### config.mk
export PLATFORM = sky130hd
export DESIGN_NAME = multicycle_ctrl
export DESIGN_NICKNAME = d
export VERILOG_FILES = /design/src/rtl/ctrl_pkg.sv /design/src/rtl/alu_op_decode.sv /design/src/rtl/multicycle_ctrl.sv
export SDC_FILE = /design/constraint.sdc
export NUM_CORES = 1
export LEC_CHECK = 0
export CAP_MARGIN = 20
export CORE_ASPECT_RATIO = 1.25
export CORE_MARGIN = 4
export CORE_UTILIZATION = 48
export CTS_CLUSTER_DIAMETER = 60
export DETAILED_ROUTE_END_ITERATION = 8
export HOLD_SLACK_MARGIN = 0.12
export PLACE_DENSITY = 0.91
export SLEW_MARGIN = 15
export SYNTH_ARGS = -nofsm -noshare
export SYNTH_HDL_FRONTEND = slang
export SYNTH_SLANG_ARGS = --single-unit
### constraint.sdc
create_clock -name clk -period 5 [get_ports clk]
set_input_delay 1.25 -clock clk [delete_from_list [all_inputs] [get_ports clk]]
set_output_delay 1.25 -clock clk [all_outputs]
set_load 0.005 [all_outputs]
### src/rtl/ctrl_pkg.sv
// Shared encodings for the multi-cycle MIPS control path:
// states, ALU codes, opcodes, functs and mux selects.
package ctrl_pkg;

  typedef enum logic [3:0] {
    S_IF      = 4'd0,
    S_ID      = 4'd1,
    S_MEM_ADR = 4'd2,
    S_MEM_RD  = 4'd3,
    S_WB_LD   = 4'd4,
    S_MEM_WR  = 4'd5,
    S_EX_R    = 4'd6,
    S_WB_R    = 4'd7,
    S_EX_I    = 4'd8,
    S_WB_I    = 4'd9,
    S_BR      = 4'd10,
    S_JMP     = 4'd11
  } state_t;

  typedef enum logic [2:0] {
    CL_IDLE,
    CL_ADDU,
    CL_R,
    CL_I,
    CL_BR
  } cls_t;

  localparam logic [5:0] ALU_ADD  = 6'b000001;
  localparam logic [5:0] ALU_ADDU = 6'b000000;
  localparam logic [5:0] ALU_SUB  = 6'b000011;
  localparam logic [5:0] ALU_SUBU = 6'b000010;
  localparam logic [5:0] ALU_AND  = 6'b000100;
  localparam logic [5:0] ALU_OR   = 6'b000110;
  localparam logic [5:0] ALU_XOR  = 6'b001000;
  localparam logic [5:0] ALU_NOR  = 6'b001010;
  localparam logic [5:0] ALU_SLL  = 6'b001100;
  localparam logic [5:0] ALU_SRL  = 6'b001110;
  localparam logic [5:0] ALU_SRA  = 6'b010000;
  localparam logic [5:0] ALU_SLT  = 6'b010011;
  localparam logic [5:0] ALU_SLTU = 6'b010101;
  localparam logic [5:0] ALU_BCMP = 6'b010111;
  localparam logic [5:0] ALU_LUI  = 6'b011000;
  localparam logic [5:0] ALU_IDLE = 6'b111111;

  localparam logic [5:0] OP_R     = 6'h00;
  localparam logic [5:0] OP_J     = 6'h02;
  localparam logic [5:0] OP_JAL   = 6'h03;
  localparam logic [5:0] OP_BEQ   = 6'h04;
  localparam logic [5:0] OP_BNE   = 6'h05;
  localparam logic [5:0] OP_ADDI  = 6'h08;
  localparam logic [5:0] OP_ADDIU = 6'h09;
  localparam logic [5:0] OP_SLTI  = 6'h0A;
  localparam logic [5:0] OP_SLTIU = 6'h0B;
  localparam logic [5:0] OP_ANDI  = 6'h0C;
  localparam logic [5:0] OP_ORI   = 6'h0D;
  localparam logic [5:0] OP_LUI   = 6'h0F;
  localparam logic [5:0] OP_LW    = 6'h23;
  localparam logic [5:0] OP_SW    = 6'h2B;

  localparam logic [5:0] F_SLL  = 6'h00;
  localparam logic [5:0] F_SRL  = 6'h02;
  localparam logic [5:0] F_SRA  = 6'h03;
  localparam logic [5:0] F_JR   = 6'h08;
  localparam logic [5:0] F_ADD  = 6'h20;
  localparam logic [5:0] F_ADDU = 6'h21;
  localparam logic [5:0] F_SUB  = 6'h22;
  localparam logic [5:0] F_SUBU = 6'h23;
  localparam logic [5:0] F_AND  = 6'h24;
  localparam logic [5:0] F_OR   = 6'h25;
  localparam logic [5:0] F_XOR  = 6'h26;
  localparam logic [5:0] F_NOR  = 6'h27;
  localparam logic [5:0] F_SLT  = 6'h2A;
  localparam logic [5:0] F_SLTU = 6'h2B;

  localparam logic [1:0] A_PC    = 2'b00;
  localparam logic [1:0] A_RS    = 2'b01;
  localparam logic [1:0] A_SHAMT = 2'b10;

  localparam logic [1:0] B_RT     = 2'b00;
  localparam logic [1:0] B_IMM    = 2'b10;
  localparam logic [1:0] B_IMMSL2 = 2'b11;

  localparam logic [1:0] PC_ALU    = 2'b00;
  localparam logic [1:0] PC_ALUOUT = 2'b01;
  localparam logic [1:0] PC_JUMP   = 2'b10;
  localparam logic [1:0] PC_RS     = 2'b11;

  localparam logic [1:0] DST_RT = 2'b00;
  localparam logic [1:0] DST_RD = 2'b01;
  localparam logic [1:0] DST_RA = 2'b10;

  localparam logic [1:0] WB_ALU = 2'b00;
  localparam logic [1:0] WB_MDR = 2'b01;
  localparam logic [1:0] WB_PC  = 2'b10;

endpackage

### src/rtl/alu_op_decode.sv
// Combinational ALU code decode from state class, opcode and funct,
// plus shift detection and instruction legality.
module alu_op_decode
  import ctrl_pkg::*;
(
  input  cls_t       cls,
  input  logic [5:0] opcode,
  input  logic [5:0] funct,
  output logic [5:0] alu_code,
  output logic       is_shift,
  output logic       legal
);

  logic [5:0] r_code;
  logic       r_legal;
  logic [5:0] i_code;

  // Decode R-type funct, I-type opcode and overall legality
  always_comb begin
    r_code  = ALU_IDLE;
    r_legal = 1'b1;
    case (funct)
      F_ADD:   r_code = ALU_ADD;
      F_ADDU:  r_code = ALU_ADDU;
      F_SUB:   r_code = ALU_SUB;
      F_SUBU:  r_code = ALU_SUBU;
      F_AND:   r_code = ALU_AND;
      F_OR:    r_code = ALU_OR;
      F_XOR:   r_code = ALU_XOR;
      F_NOR:   r_code = ALU_NOR;
      F_SLL:   r_code = ALU_SLL;
      F_SRL:   r_code = ALU_SRL;
      F_SRA:   r_code = ALU_SRA;
      F_SLT:   r_code = ALU_SLT;
      F_SLTU:  r_code = ALU_SLTU;
      F_JR:    r_code = ALU_IDLE;
      default: r_legal = 1'b0;
    endcase

    i_code = ALU_IDLE;
    case (opcode)
      OP_ADDI:  i_code = ALU_ADD;
      OP_ADDIU: i_code = ALU_ADDU;
      OP_ANDI:  i_code = ALU_AND;
      OP_ORI:   i_code = ALU_OR;
      OP_SLTI:  i_code = ALU_SLT;
      OP_SLTIU: i_code = ALU_SLTU;
      OP_LUI:   i_code = ALU_LUI;
      default:  i_code = ALU_IDLE;
    endcase

    case (opcode)
      OP_R:     legal = r_legal;
      OP_J,
      OP_JAL,
      OP_BEQ,
      OP_BNE,
      OP_LW,
      OP_SW,
      OP_ADDI,
      OP_ADDIU,
      OP_ANDI,
      OP_ORI,
      OP_SLTI,
      OP_SLTIU,
      OP_LUI:   legal = 1'b1;
      default:  legal = 1'b0;
    endcase

    is_shift = (opcode == OP_R) &&
               (funct == F_SLL || funct == F_SRL ||
                funct == F_SRA);

    case (cls)
      CL_ADDU: alu_code = ALU_ADDU;
      CL_R:    alu_code = r_code;
      CL_I:    alu_code = i_code;
      CL_BR:   alu_code = ALU_BCMP;
      default: alu_code = ALU_IDLE;
    endcase
  end

endmodule

### src/rtl/multicycle_ctrl.sv
// Main control FSM of the multi-cycle MIPS datapath:
// sequences IF/ID/EX/MEM/WB and drives mux selects and strobes.
module multicycle_ctrl
  import ctrl_pkg::*;
#(
  parameter int         STATE_W    = 4,
  parameter logic [1:0] PC_INC_SEL = 2'b01
) (
  input  logic               clk,
  input  logic               reset,
  input  logic [5:0]         opcode,
  input  logic [5:0]         funct,
  input  logic               zero,
  output logic               PCWrite,
  output logic               IorD,
  output logic               MemRead,
  output logic               MemWrite,
  output logic               IRWrite,
  output logic               RegWrite,
  output logic [1:0]         RegDst,
  output logic [1:0]         MemtoReg,
  output logic [1:0]         ALUSrcA,
  output logic [1:0]         ALUSrcB,
  output logic [1:0]         PCSource,
  output logic               ExtOp,
  output logic [4:0]         ALUCtrl,
  output logic               Sign,
  output logic               illegal,
  output logic [STATE_W-1:0] state
);

  state_t     st, nxt;
  logic [1:0] sub, sub_nxt;
  cls_t       cls;
  logic [5:0] alu_code;
  logic       is_shift;
  logic       legal;

  // sub remembers which variant was decoded in ID:
  // MEM 0=lw 1=sw, BR 0=beq 1=bne, JMP 0=j 1=jal 2=jr
  logic is_mem, is_r, is_br, is_jmp, is_jr;

  assign is_jr  = (opcode == OP_R) && (funct == F_JR);
  assign is_mem = (opcode == OP_LW) || (opcode == OP_SW);
  assign is_r   = (opcode == OP_R) && !is_jr;
  assign is_br  = (opcode == OP_BEQ) || (opcode == OP_BNE);
  assign is_jmp = (opcode == OP_J) || (opcode == OP_JAL) || is_jr;

  alu_op_decode u_dec (
    .cls      (cls),
    .opcode   (opcode),
    .funct    (funct),
    .alu_code (alu_code),
    .is_shift (is_shift),
    .legal    (legal)
  );

  assign state   = st;
  assign ALUCtrl = alu_code[5:1];
  assign Sign    = alu_code[0];

  // State and decoded-variant registers
  always_ff @(posedge clk) begin
    if (reset) begin
      st  <= S_IF;
      sub <= 2'd0;
    end else begin
      st  <= nxt;
      sub <= sub_nxt;
    end
  end

  // Next-state and variant capture
  always_comb begin
    nxt     = S_IF;
    sub_nxt = sub;
    case (st)
      S_IF: nxt = S_ID;
      S_ID: begin
        if (!legal) begin
          nxt = S_IF;
        end else begin
          unique case (1'b1)
            is_mem: begin
              nxt     = S_MEM_ADR;
              sub_nxt = (opcode == OP_SW) ? 2'd1 : 2'd0;
            end
            is_r:   nxt = S_EX_R;
            is_br: begin
              nxt     = S_BR;
              sub_nxt = (opcode == OP_BNE) ? 2'd1 : 2'd0;
            end
            is_jmp: begin
              nxt     = S_JMP;
              sub_nxt = is_jr ? 2'd2 :
                        (opcode == OP_JAL) ? 2'd1 : 2'd0;
            end
            default: nxt = S_EX_I;
          endcase
        end
      end
      S_MEM_ADR: nxt = sub[0] ? S_MEM_WR : S_MEM_RD;
      S_MEM_RD:  nxt = S_WB_LD;
      S_EX_R:    nxt = S_WB_R;
      S_EX_I:    nxt = S_WB_I;
      default:   nxt = S_IF;
    endcase
  end

  // ALU class selection per state
  always_comb begin
    case (st)
      S_IF, S_ID, S_MEM_ADR: cls = CL_ADDU;
      S_EX_R:                cls = CL_R;
      S_EX_I:                cls = CL_I;
      S_BR:                  cls = CL_BR;
      default:               cls = CL_IDLE;
    endcase
  end

  // Moore output decode with reset masking of strobes
  always_comb begin
    PCWrite  = 1'b0;
    IorD     = 1'b0;
    MemRead  = 1'b0;
    MemWrite = 1'b0;
    IRWrite  = 1'b0;
    RegWrite = 1'b0;
    RegDst   = DST_RT;
    MemtoReg = WB_ALU;
    ALUSrcA  = A_PC;
    ALUSrcB  = B_RT;
    PCSource = PC_ALU;
    ExtOp    = 1'b0;
    illegal  = 1'b0;
    case (st)
      S_IF: begin
        MemRead = 1'b1;
        IRWrite = 1'b1;
        ALUSrcB = PC_INC_SEL;
        PCWrite = 1'b1;
      end
      S_ID: begin
        ALUSrcB = B_IMMSL2;
        ExtOp   = 1'b1;
        illegal = !legal;
      end
      S_MEM_ADR: begin
        ALUSrcA = A_RS;
        ALUSrcB = B_IMM;
        ExtOp   = 1'b1;
      end
      S_MEM_RD: begin
        MemRead = 1'b1;
        IorD    = 1'b1;
      end
      S_MEM_WR: begin
        MemWrite = 1'b1;
        IorD     = 1'b1;
      end
      S_WB_LD: begin
        RegWrite = 1'b1;
        MemtoReg = WB_MDR;
      end
      S_EX_R: ALUSrcA = is_shift ? A_SHAMT : A_RS;
      S_WB_R: begin
        RegWrite = 1'b1;
        RegDst   = DST_RD;
      end
      S_EX_I: begin
        ALUSrcA = A_RS;
        ALUSrcB = B_IMM;
        ExtOp   = !(opcode == OP_ANDI || opcode == OP_ORI ||
                    opcode == OP_LUI);
      end
      S_WB_I: RegWrite = 1'b1;
      S_BR: begin
        ALUSrcA  = A_RS;
        PCSource = PC_ALUOUT;
        PCWrite  = sub[0] ? ~zero : zero;
      end
      S_JMP: begin
        PCWrite  = 1'b1;
        PCSource = (sub == 2'd2) ? PC_RS : PC_JUMP;
        if (sub == 2'd1) begin
          RegWrite = 1'b1;
          RegDst   = DST_RA;
          MemtoReg = WB_PC;
        end
      end
      default: ;
    endcase
    if (reset) begin
      PCWrite  = 1'b0;
      IRWrite  = 1'b0;
      MemRead  = 1'b0;
      MemWrite = 1'b0;
      RegWrite = 1'b0;
    end
  end

endmodule

After elaboration in Yosys (flattened, before gate mapping) --
Index checks and enable logic that the tools add are counted.
Word-level totals: input bits 15, output and inout port bits 28, register bits after elaboration 6
Operators by class: eq/ne operators 43, mux-type cells 38, bitwise operators 1, reduce and logical (&&, ||, !) cells 29
Operator list (count):
- 6-bit one-hot mux with 13 select lines | 1
- 6-bit equality test (second input constant) | 12
- 6-bit by 4-bit equality test with 1-bit output (second input constant) | 8
- 6-bit one-hot mux with 7 select lines | 1
- 6-bit by 2-bit equality test with 1-bit output (second input constant) | 4
- 4-bit one-hot mux with 6 select lines | 1
- 6-bit one-hot mux with 4 select lines | 1
- 1-bit 2-to-1 mux | 17
- 4-bit by 3-bit equality test with 1-bit output (second input constant) | 4
- 4-bit equality test (second input constant) | 4
- 2-bit one-hot mux with 2 select lines | 4
- 4-bit one-hot mux with 4 select lines | 1
- 14-bit OR reduction | 1
- 13-bit OR reduction | 1
- 6-bit by 3-bit equality test with 1-bit output (second input constant) | 2
- 6-bit logical NOT | 2
- 2-bit one-hot mux with 3 select lines | 2
- 3-bit one-hot mux with 4 select lines | 1
- 2-bit OR reduction | 5
- 3-bit OR reduction | 3
- 4-bit by 2-bit equality test with 1-bit output (second input constant) | 2
- 1-bit logical OR | 8
- 1-bit one-hot mux with 2 select lines | 4
- 3-bit by 2-bit equality test with 1-bit output (second input constant) | 2
- other kinds (14) | 20

Logic depth before layout (Yosys ltp) --
Gate-level depths: netlist of the first run.
word-level depth 7, depth in mapped cells 6, mapped depth without buffers 5

Cells and area by module --
Synthesis of the first run repeated with hierarchy kept, for this count alone.
Unflattened totals: cell total of the unflattened synthesis 192, area, all modules 1223.7 um^2
By module, submodules not included:
- multicycle_ctrl | area each 719.4 um^2, cells an instance 112, instances 1
- alu_op_decode | area each 504.2 um^2, cells an instance 80, instances 1

Worst setup path before layout of the first run --
No wires, ideal clock.
kind input to output, from input port opcode[5], to output port ALUCtrl[2], slack 1305 ps, data arrival time 2445 ps, cell stages on the path 6, cells stage by stage buf_2 or3b_1 a21oi_1 or3_1 a21oi_1 or3_1
On the way: longest elaborated chain between the ends 3, elaborated cells between the ends (all ways) 9
RTL lines:
- start: declaration | RTL line multicycle_ctrl.sv:11 | input logic [5:0] opcode,
- 6-bit by 4-bit equality test with 1-bit output | RTL line alu_op_decode.sv:41 | case (opcode)
- 6-bit one-hot mux with 7 select lines * | RTL line alu_op_decode.sv:41
- 6-bit one-hot mux with 4 select lines * | RTL line alu_op_decode.sv:74 | case (cls)
- end: declaration | RTL line multicycle_ctrl.sv:26 | output logic [4:0] ALUCtrl,
Every way passes the cells marked *; elsewhere a longest branch is shown, timed or not.

Final worst setup path of the first run --
from input port funct[3], to output port ALUCtrl[4]
On the way: longest elaborated chain between the ends 3, elaborated cells between the ends (all ways) 15
RTL lines:
- start: declaration | RTL line multicycle_ctrl.sv:12 | input logic [5:0] funct,
- 6-bit equality test (tied with other cells) | RTL line alu_op_decode.sv:22 | case (funct)
- 6-bit one-hot mux with 13 select lines * | RTL line alu_op_decode.sv:22
- 6-bit one-hot mux with 4 select lines * | RTL line alu_op_decode.sv:74
Marked as above.

==> results of run 1 <==
## power by group
| part | switching [mW] | total [mW] | internal, mW |
|---|---|---|---|
| registers | 0.00762 | 0.0570 | 0.0494 |
| logic | 0.0497 | 0.102 | 0.0521 |
| clock network | 0.0185 | 0.0457 | 0.0272 |
## registers in the layout (all words and copies together), names as in the netlist
| register | count |
|---|---|
| state | 4 |
| sub | 2 |
## through the flow
| step | hold WS [ns] | area [µm²] |
|---|---|---|
| floorplan | 0.441 | 1170 |
| global placement | 0.477 | 1580 |
| detailed placement | 0.488 | 1580 |
| CTS | 0.496 | 1600 |
| global route | 0.537 | 1600 |
| finish | 0.500 | 1600 |
## layout by cell type (no fill, tap or decap), types with 3 or more instances in the layout
cell,instances
a21o_1,3
a21oi_1,23
a31oi_1,4
buf_4,4
clkbuf_4,3
clkdlybuf4s50_1,42
dfxtp_1,6
inv_1,5
nand2_1,11
nand2b_1,16
nor2_1,29
nor2b_1,5
nor3_1,13
nor4_1,3
o21ai_0,14
o31ai_1,4
or3_1,6
## logic make-up after synthesis
family,Yosys count
mux,2
buf+inv,24
flops,6
compound gates,62
simple gates,99
xor+xnor,3
## per-layer routing
metal | up-vias | routed length, µm | track usage, %
li1 | 776 | - | -
met1 | 729 | 1630 | 33.0
met2 | 77 | 2070 | 45.0
met3 | 12 | 235 | 3.30
met4 | 0 | 113 | 9.90
met5 | - | 0 | 0
## how the worst min path moves through the flow
stage | startpoint | end | slack, ns | depth (start not counted)
after floorplan | sub[1]$_SDFFE_PP0P_ | sub[1]$_SDFFE_PP0P_ | 0.44 | 2
after global placement | sub[1]$_SDFFE_PP0P_ | sub[1]$_SDFFE_PP0P_ | 0.48 | 2
after detailed placement | sub[1]$_SDFFE_PP0P_ | sub[1]$_SDFFE_PP0P_ | 0.49 | 2
after CTS | sub[1]$_SDFFE_PP0P_ | sub[1]$_SDFFE_PP0P_ | 0.50 | 2
after global routing | sub[1]$_SDFFE_PP0P_ | sub[1]$_SDFFE_PP0P_ | 0.54 | 2
final | sub[1]$_SDFFE_PP0P_ | sub[1]$_SDFFE_PP0P_ | 0.50 | 2
## critical path: cells and delay by family
kind                   cells  cell delay [ns]
and+or+nand+nor            1             0.15
buffers and inverters      2             1.23
AOI/OAI and AO/OA          3             0.94
## area by class of cell
class,count,area (µm²),share of cell area (%)
repair buffers,46,450,28.1
flip-flops and latches,6,120,7.49
clock buffers,3,22.5,1.40
well taps,31,38.8,2.42
multi-input cells,166,953,59.4
inverters,5,18.8,1.17
==> summary.md, run 1 <==
| Metric | Value |
|---|---|
| Setup Skew | `0.00437 ns` |
| Post-DRT Antenna Nets | `0` |
| Reg2reg path depth | `5` |
| DRT iter0 DRCs | `66` |
| Post-Synth Adder-Cell Area | `0%` |
| DR vias/cell | `6.20` |
| Rows | `19` |
| Reg2reg setup slack | `3.08 ns` |
| Synth top area cells | `dfxtp_1 10%, a21oi_1 9.8%, nor2_1 9.3%` |
| Clk Latency, worst-skew pair | `0.25 ns` |
| Initial core utilization | `51.8%` |
| # DRC | `0` |
| Nets | `243` |
| Max-Cap Viols | `0` |
| Final WS setup | `0.179 ns` |
| Post-Route WL | `4040 µm` |
| All-Layer GR Usage | `26.4%` |
| Critical path required time | `3.75 ns` |
| Avg Inst Size Synth | `5.97 µm²` |
| Maximum vdd drop | `0.000133 V` |
| CTS Hold Buffers Added | `0` |
| Grt total ovfl | `0` |
| Hpwl dp | `3040 µm` |
| FILL cells | `185` |
| Sequential area share after synthesis | `10.3%` |
| Placeable Area | `2260 µm²` |
| # Post-CTS Setup Buffers | `0` |
| FF+latch count, synth | `6` |
| Synthesized area | `1170 µm²` |
| Mux cell area share after synthesis | `1.82%` |
| Clk buf depth | `2` |
| Yosys cell types | `46` |
| DIE AREA | `3300 µm²` |
| Worst setup SP type | `primary input` |
| Cell Pwr Density | `127 nW/µm²` |
| Dpl cells | `254` |
| Most frequent cell after synthesis | `nor2_1` |
| Crit end category | `output pin` |
| Min-delay worst type | `flop to flop` |
| CP dominant cell by count | `clkdlybuf4s50_1` |
| Pwr Total | `0.204 mW` |
| Slew margin rel. | `48.7%` |
| Synth warnings | `0` |
| Largest family of logic cells by synthesized area | `simple AND/OR/NAND/NOR gates` |
| R2r endpoint | `sub[0]$_SDFFE_PP0P_` |
| RR Startpoint | `state[1]$_SDFF_PP0_` |
| Largest net degree at the start of global routing | `25` |
| Top cells by count, synth | `29 x nor2_1, 23 x a21oi_1, 16 x nand2b_1` |
| Final core occ | `71.0%` |
| Worst-Margin Slew | `0.768 ns` |
| Non-Filler Instances | `257` |
| Place WS | `0.213 ns` |
| H-tree depth | `1` |
| Number of global-route vias before repair | `1,572` |
| Simple-gate share of the synthesized area | `44.6%` |
| Critical path type | `primary input to output pin` |
| Post-Syn Instances | `196` |
| Diodes inserted | `0` |
| Tcrit/Tclk final | `96.4%` |
| Die X | `52.2 µm` |
| End point of the critical path | `ALUCtrl[4]` |
| Share of cells above drive strength 1 | `5.31%` |
| Via count | `1,594` |
| Fmax | `207 MHz` |
| GPL Wtd Cong | `0.914` |
| Initial DRT Pass Iterations | `4` |
| Worst-path fanout max | `11` |
| Syn Nets | `211` |
| Wire per inst | `15.7 µm` |
| Crit-path slowest cell | `clkdlybuf4s50_1` |
| Async S/R FF share, synth | `0%` |
| Area Overhead vs Synth | `37.1%` |
| Hold Vio Cnt, Final | `0` |
| Synth Flop Type | `dfxtp_1` |
| Clock root buffer | `clkbuf_4` |
| Pleak | `0.562 nW` |
| Number of gates resized after CTS | `0` |
| CP Cell Sequence | `clkdlybuf4s50_1 -> nand2b_1 -> a311oi_1 -> o31ai_1 -> a221oi_1 -> clkdlybuf4s50_1` |
| RSZ-0062 raised after global routing | `no` |
| Initial antenna violation count | `0` |
| Setup TNS | `0 ns` |
| Clk sinks | `6` |
| Global-route wire length before repair | `7110 µm` |
| Critical Path Max Stage Delay | `0.66 ns` |
| CTS buffer count | `3` |
| Post-layout minimum cycle time | `4.82 ns` |
| EDFF count, synth | `0` |
| Top cell type's share of synthesized area | `10.3%` |
| CTS tree | `built` |
| CP Launch Point | `funct[3]` |
| Die height | `63.2 µm` |
| PortBufs | `42` |
| Io pins | `43` |
| Fin. max-slew vios | `0` |
| Clock edge transition at the registers on the reported setup and hold paths | `0.04 ns` |
| Final setup viols | `0` |
| Post-synthesis xor/xnor area fraction | `2.25%` |
| Top cell type by total area after synthesis | `dfxtp_1` |
| Post-synthesis compound-gate area fraction | `32.8%` |
| Arr. time, crit path | `3.57 ns` |
| Status | `finished, final reports clean` |
(Power assumes the default switching activity.)
==> inputs of run 2 (changes only) <==
--- a/config.mk
+++ b/config.mk
@@ -12,7 +12,7 @@
 export CTS_CLUSTER_DIAMETER = 60
 export DETAILED_ROUTE_END_ITERATION = 8
 export HOLD_SLACK_MARGIN = 0.12
-export PLACE_DENSITY = 0.91
+export PLACE_DENSITY = 0.95
 export SLEW_MARGIN = 15
 export SYNTH_ARGS = -nofsm -noshare
 export SYNTH_HDL_FRONTEND = slang
==> summary.md, run 2 (same netlist as run 1, synthesis figures left out) <==
| Metric | Value |
|---|---|
| Setup TNS | `0 ns (unchanged)` |
| Tcrit/Tclk final | `95.1% (-1.3 points)` |
| Cell Pwr Density | `126 nW/µm² (-0.98%)` |
| Crit end category | `output pin` |
| Clock network power share | `22.4% (about the same)` |
| Setup Skew | `0.000407 ns (-0.00396 ns)` |
| CP Cell Sequence | `clkdlybuf4s50_1 -> or3b_1 -> a21oi_1 -> or3_1 -> a21oi_1 -> or3_1 -> clkdlybuf4s50_1` |
| Hold_ws | `0.498 ns (-0.00171 ns)` |
| # Post-CTS Setup Buffers | `0 (unchanged)` |
| Psw | `0.0748 mW (-1.3%)` |
| Nets | `245 (+0.82%)` |
| Clk sinks | `6 (unchanged)` |
| Worst setup SP type | `primary input` |
| Placeable Area | `2260 µm² (unchanged)` |
| Min-delay worst type | `flop to flop` |
| CTS tree | `built` |
| Hold depth | `2 (unchanged)` |
| CTS buffer count | `3 (unchanged)` |
| Most common cell after layout, fill and taps aside | `clkdlybuf4s50_1` |
| Clk buf depth | `2 (unchanged)` |
| Grt total ovfl | `0 (unchanged)` |
| Final setup viols | `0 (unchanged)` |
| Fmax | `210 MHz (+1.3%)` |
| Max-Cap Viols | `0 (unchanged)` |
| Number of gates resized after CTS | `0 (unchanged)` |
| Clk Latency, worst-skew pair | `0.25 ns (about the same)` |
| GPL Wtd Cong | `0.916 (+0.20%)` |
| Status | `finished, final reports clean` |
| Post-DRT Antenna Nets | `0 (unchanged)` |
| Hold Path Sink | `sub[1]$_SDFFE_PP0P_` |
| # DRC | `0 (unchanged)` |
| Crit-path slowest cell | `clkdlybuf4s50_1` |
| Critical Path Max Stage Delay | `0.57 ns (-0.09 ns)` |
| Critical path type | `primary input to output pin` |
| Gate power share | `49.8% (about the same)` |
| Hold Vio Cnt, Final | `0 (unchanged)` |
| Arr. time, crit path | `3.51 ns (-0.06 ns)` |
| PortBufs | `42 (unchanged)` |
| Pleak | `0.572 nW (+1.8%)` |
| Final core occ | `71.7% (+0.66 points)` |
| Maximum vdd drop | `0.000154 V (+16%)` |
| Most frequent cells in the layout | `42 x clkdlybuf4s50_1, 29 x nor2_1, 23 x a21oi_1, 16 x nand2b_1, 14 x o21ai_0` |
| RR Startpoint | `state[1]$_SDFF_PP0_` |
| Area Overhead vs Synth | `38.4%` |
| Place WS | `0.250 ns (+0.0377 ns)` |
| Diodes inserted | `0 (unchanged)` |
| Wire per inst | `14.8 µm (-6.2%)` |
| Pint | `0.129 mW (+0.65%)` |
| Die X | `52.2 µm (unchanged)` |
| Fin. max-slew vios | `0 (unchanged)` |
| Final WS setup | `0.244 ns (+0.0641 ns)` |
| R2r endpoint | `state[1]$_SDFF_PP0_` |
| Share of cells above drive strength 1 | `6.14% (+0.83 points)` |
| Placed instance area | `1600 µm² (+0.95%)` |
| Hold path startpoint | `sub[1]$_SDFFE_PP0P_` |
| Worst-path fanout max | `11 (unchanged)` |
| Slew margin rel. | `50.4% (+1.6 points)` |
| CTS Hold Buffers Added | `0 (unchanged)` |
| Rows | `19 (unchanged)` |
| Sw Ratio | `36.6% (-0.44 points)` |
| Initial core utilization | `51.8% (unchanged)` |
| Clock edge transition at the registers on the reported setup and hold paths | `0.04 ns (about the same)` |
| Io pins | `43 (unchanged)` |
| DR vias/cell | `6.04 (-2.6%)` |
| Critical path required time | `3.75 ns (about the same)` |
| Reg power frac | `27.8% (about the same)` |
| FILL cells | `192 (+3.8%)` |
| Die height | `63.2 µm (unchanged)` |
| Design area | `1620 µm² (+0.94%)` |
| All-Layer GR Usage | `24.8% (-1.6 points)` |
| Hpwl dp | `2870 µm (-5.7%)` |
| Initial antenna violation count | `0 (unchanged)` |
| Global-route wire length before repair | `6560 µm (-7.8%)` |
| Reg2reg path depth | `4 (-1)` |
| Worst-Margin Slew | `0.744 ns (-0.0245 ns)` |
| H-tree depth | `1 (unchanged)` |
| Post-Route WL | `3820 µm (-5.5%)` |
| Number of flip-flops in the largest register | `4 (unchanged)` |
| DRT iter0 DRCs | `75 (+14%)` |
| DIE AREA | `3300 µm² (unchanged)` |
| Largest net degree at the start of global routing | `25 (unchanged)` |
| Reg2reg setup slack | `3.16 ns (+0.08 ns)` |
| Clock root buffer | `clkbuf_4` |
| Number of global-route vias before repair | `1,459 (-7.2%)` |
| Non-Filler Instances | `259 (+0.78%)` |
| Via count | `1,564 (-1.9%)` |
| Dpl cells | `256 (+0.79%)` |
| Post-layout minimum cycle time | `4.76 ns (-0.0641 ns)` |
| RSZ-0062 raised after global routing | `no` |
| Pwr Total | `0.204 mW (about the same)` |
| Initial DRT Pass Iterations | `4 (unchanged)` |
run 2: cell types whose count changed in the layout (fill, tap and decap cells not counted), sizes merged:
cell / delta
buf: +2
run 2: worst max-delay path, delay by kind of cell:
family | cells | cell delay [ns]
AND/OR/NAND/NOR | 3 | 1.01
AO/OA/AOI/OAI | 2 | 0.21
buffers and inverters | 2 | 1.02
run 2: layout make-up:
| class | instances | area [µm²] | share of cell area [%] |
|---|---|---|---|
| Sequential cell | 6 | 120 | 7.42 |
| Timing Repair Buffer | 48 | 465 | 28.7 |
| Multi-Input combinational cell | 166 | 953 | 58.9 |
| Inverter | 5 | 18.8 | 1.16 |
| Clock buffer | 3 | 22.5 | 1.39 |
| Tap cell | 31 | 38.8 | 2.40 |
run 2: routing by layer:
metal / GRT usage (%) / part of all wire (%)
met5: 0 / 0
met4: 7.67 / 1.7
met3: 4.95 / 7.7
met2: 41.7 / 50
met1: 31.1 / 41
run 2: worst max-delay path by stage:
stage / slack [ns] / end / cells past startpoint / startpoint
floorplan: 1.31 / ALUCtrl[2] / 6 / opcode[5]
global placement: 0.29 / ALUSrcA[0] / 7 / opcode[5]
detailed placement: 0.25 / ALUSrcA[0] / 7 / opcode[5]
CTS: 0.25 / ALUSrcA[0] / 7 / opcode[5]
global route: 0.09 / ALUSrcA[0] / 7 / opcode[5]
finish: 0.24 / ALUCtrl[3] / 7 / opcode[5]
run 2: power by group through the flow:
stage | Sequential (mW) | Combinational (mW) | Clock (mW)
2_1_floorplan | 0.0519 | 0.0594 | 0
3_3_place_gp | 0.0575 | 0.0990 | 0
3_5_place_dp | 0.0575 | 0.100 | 0
4_1_cts | 0.0567 | 0.101 | 0.0470
5_1_grt | 0.0574 | 0.113 | 0.0514
6_report | 0.0568 | 0.102 | 0.0458
==> inputs of run 3 (changes only) <==
--- a/config.mk
+++ b/config.mk
@@ -5,7 +5,7 @@
 export SDC_FILE = /design/constraint.sdc
 export NUM_CORES = 1
 export LEC_CHECK = 0
-export CAP_MARGIN = 20
+export CAP_MARGIN = 25
 export CORE_ASPECT_RATIO = 1.25
 export CORE_MARGIN = 4
 export CORE_UTILIZATION = 48
==> results of run 3 <==
The final DEF is identical to that of run 2; final timing and power are the same.
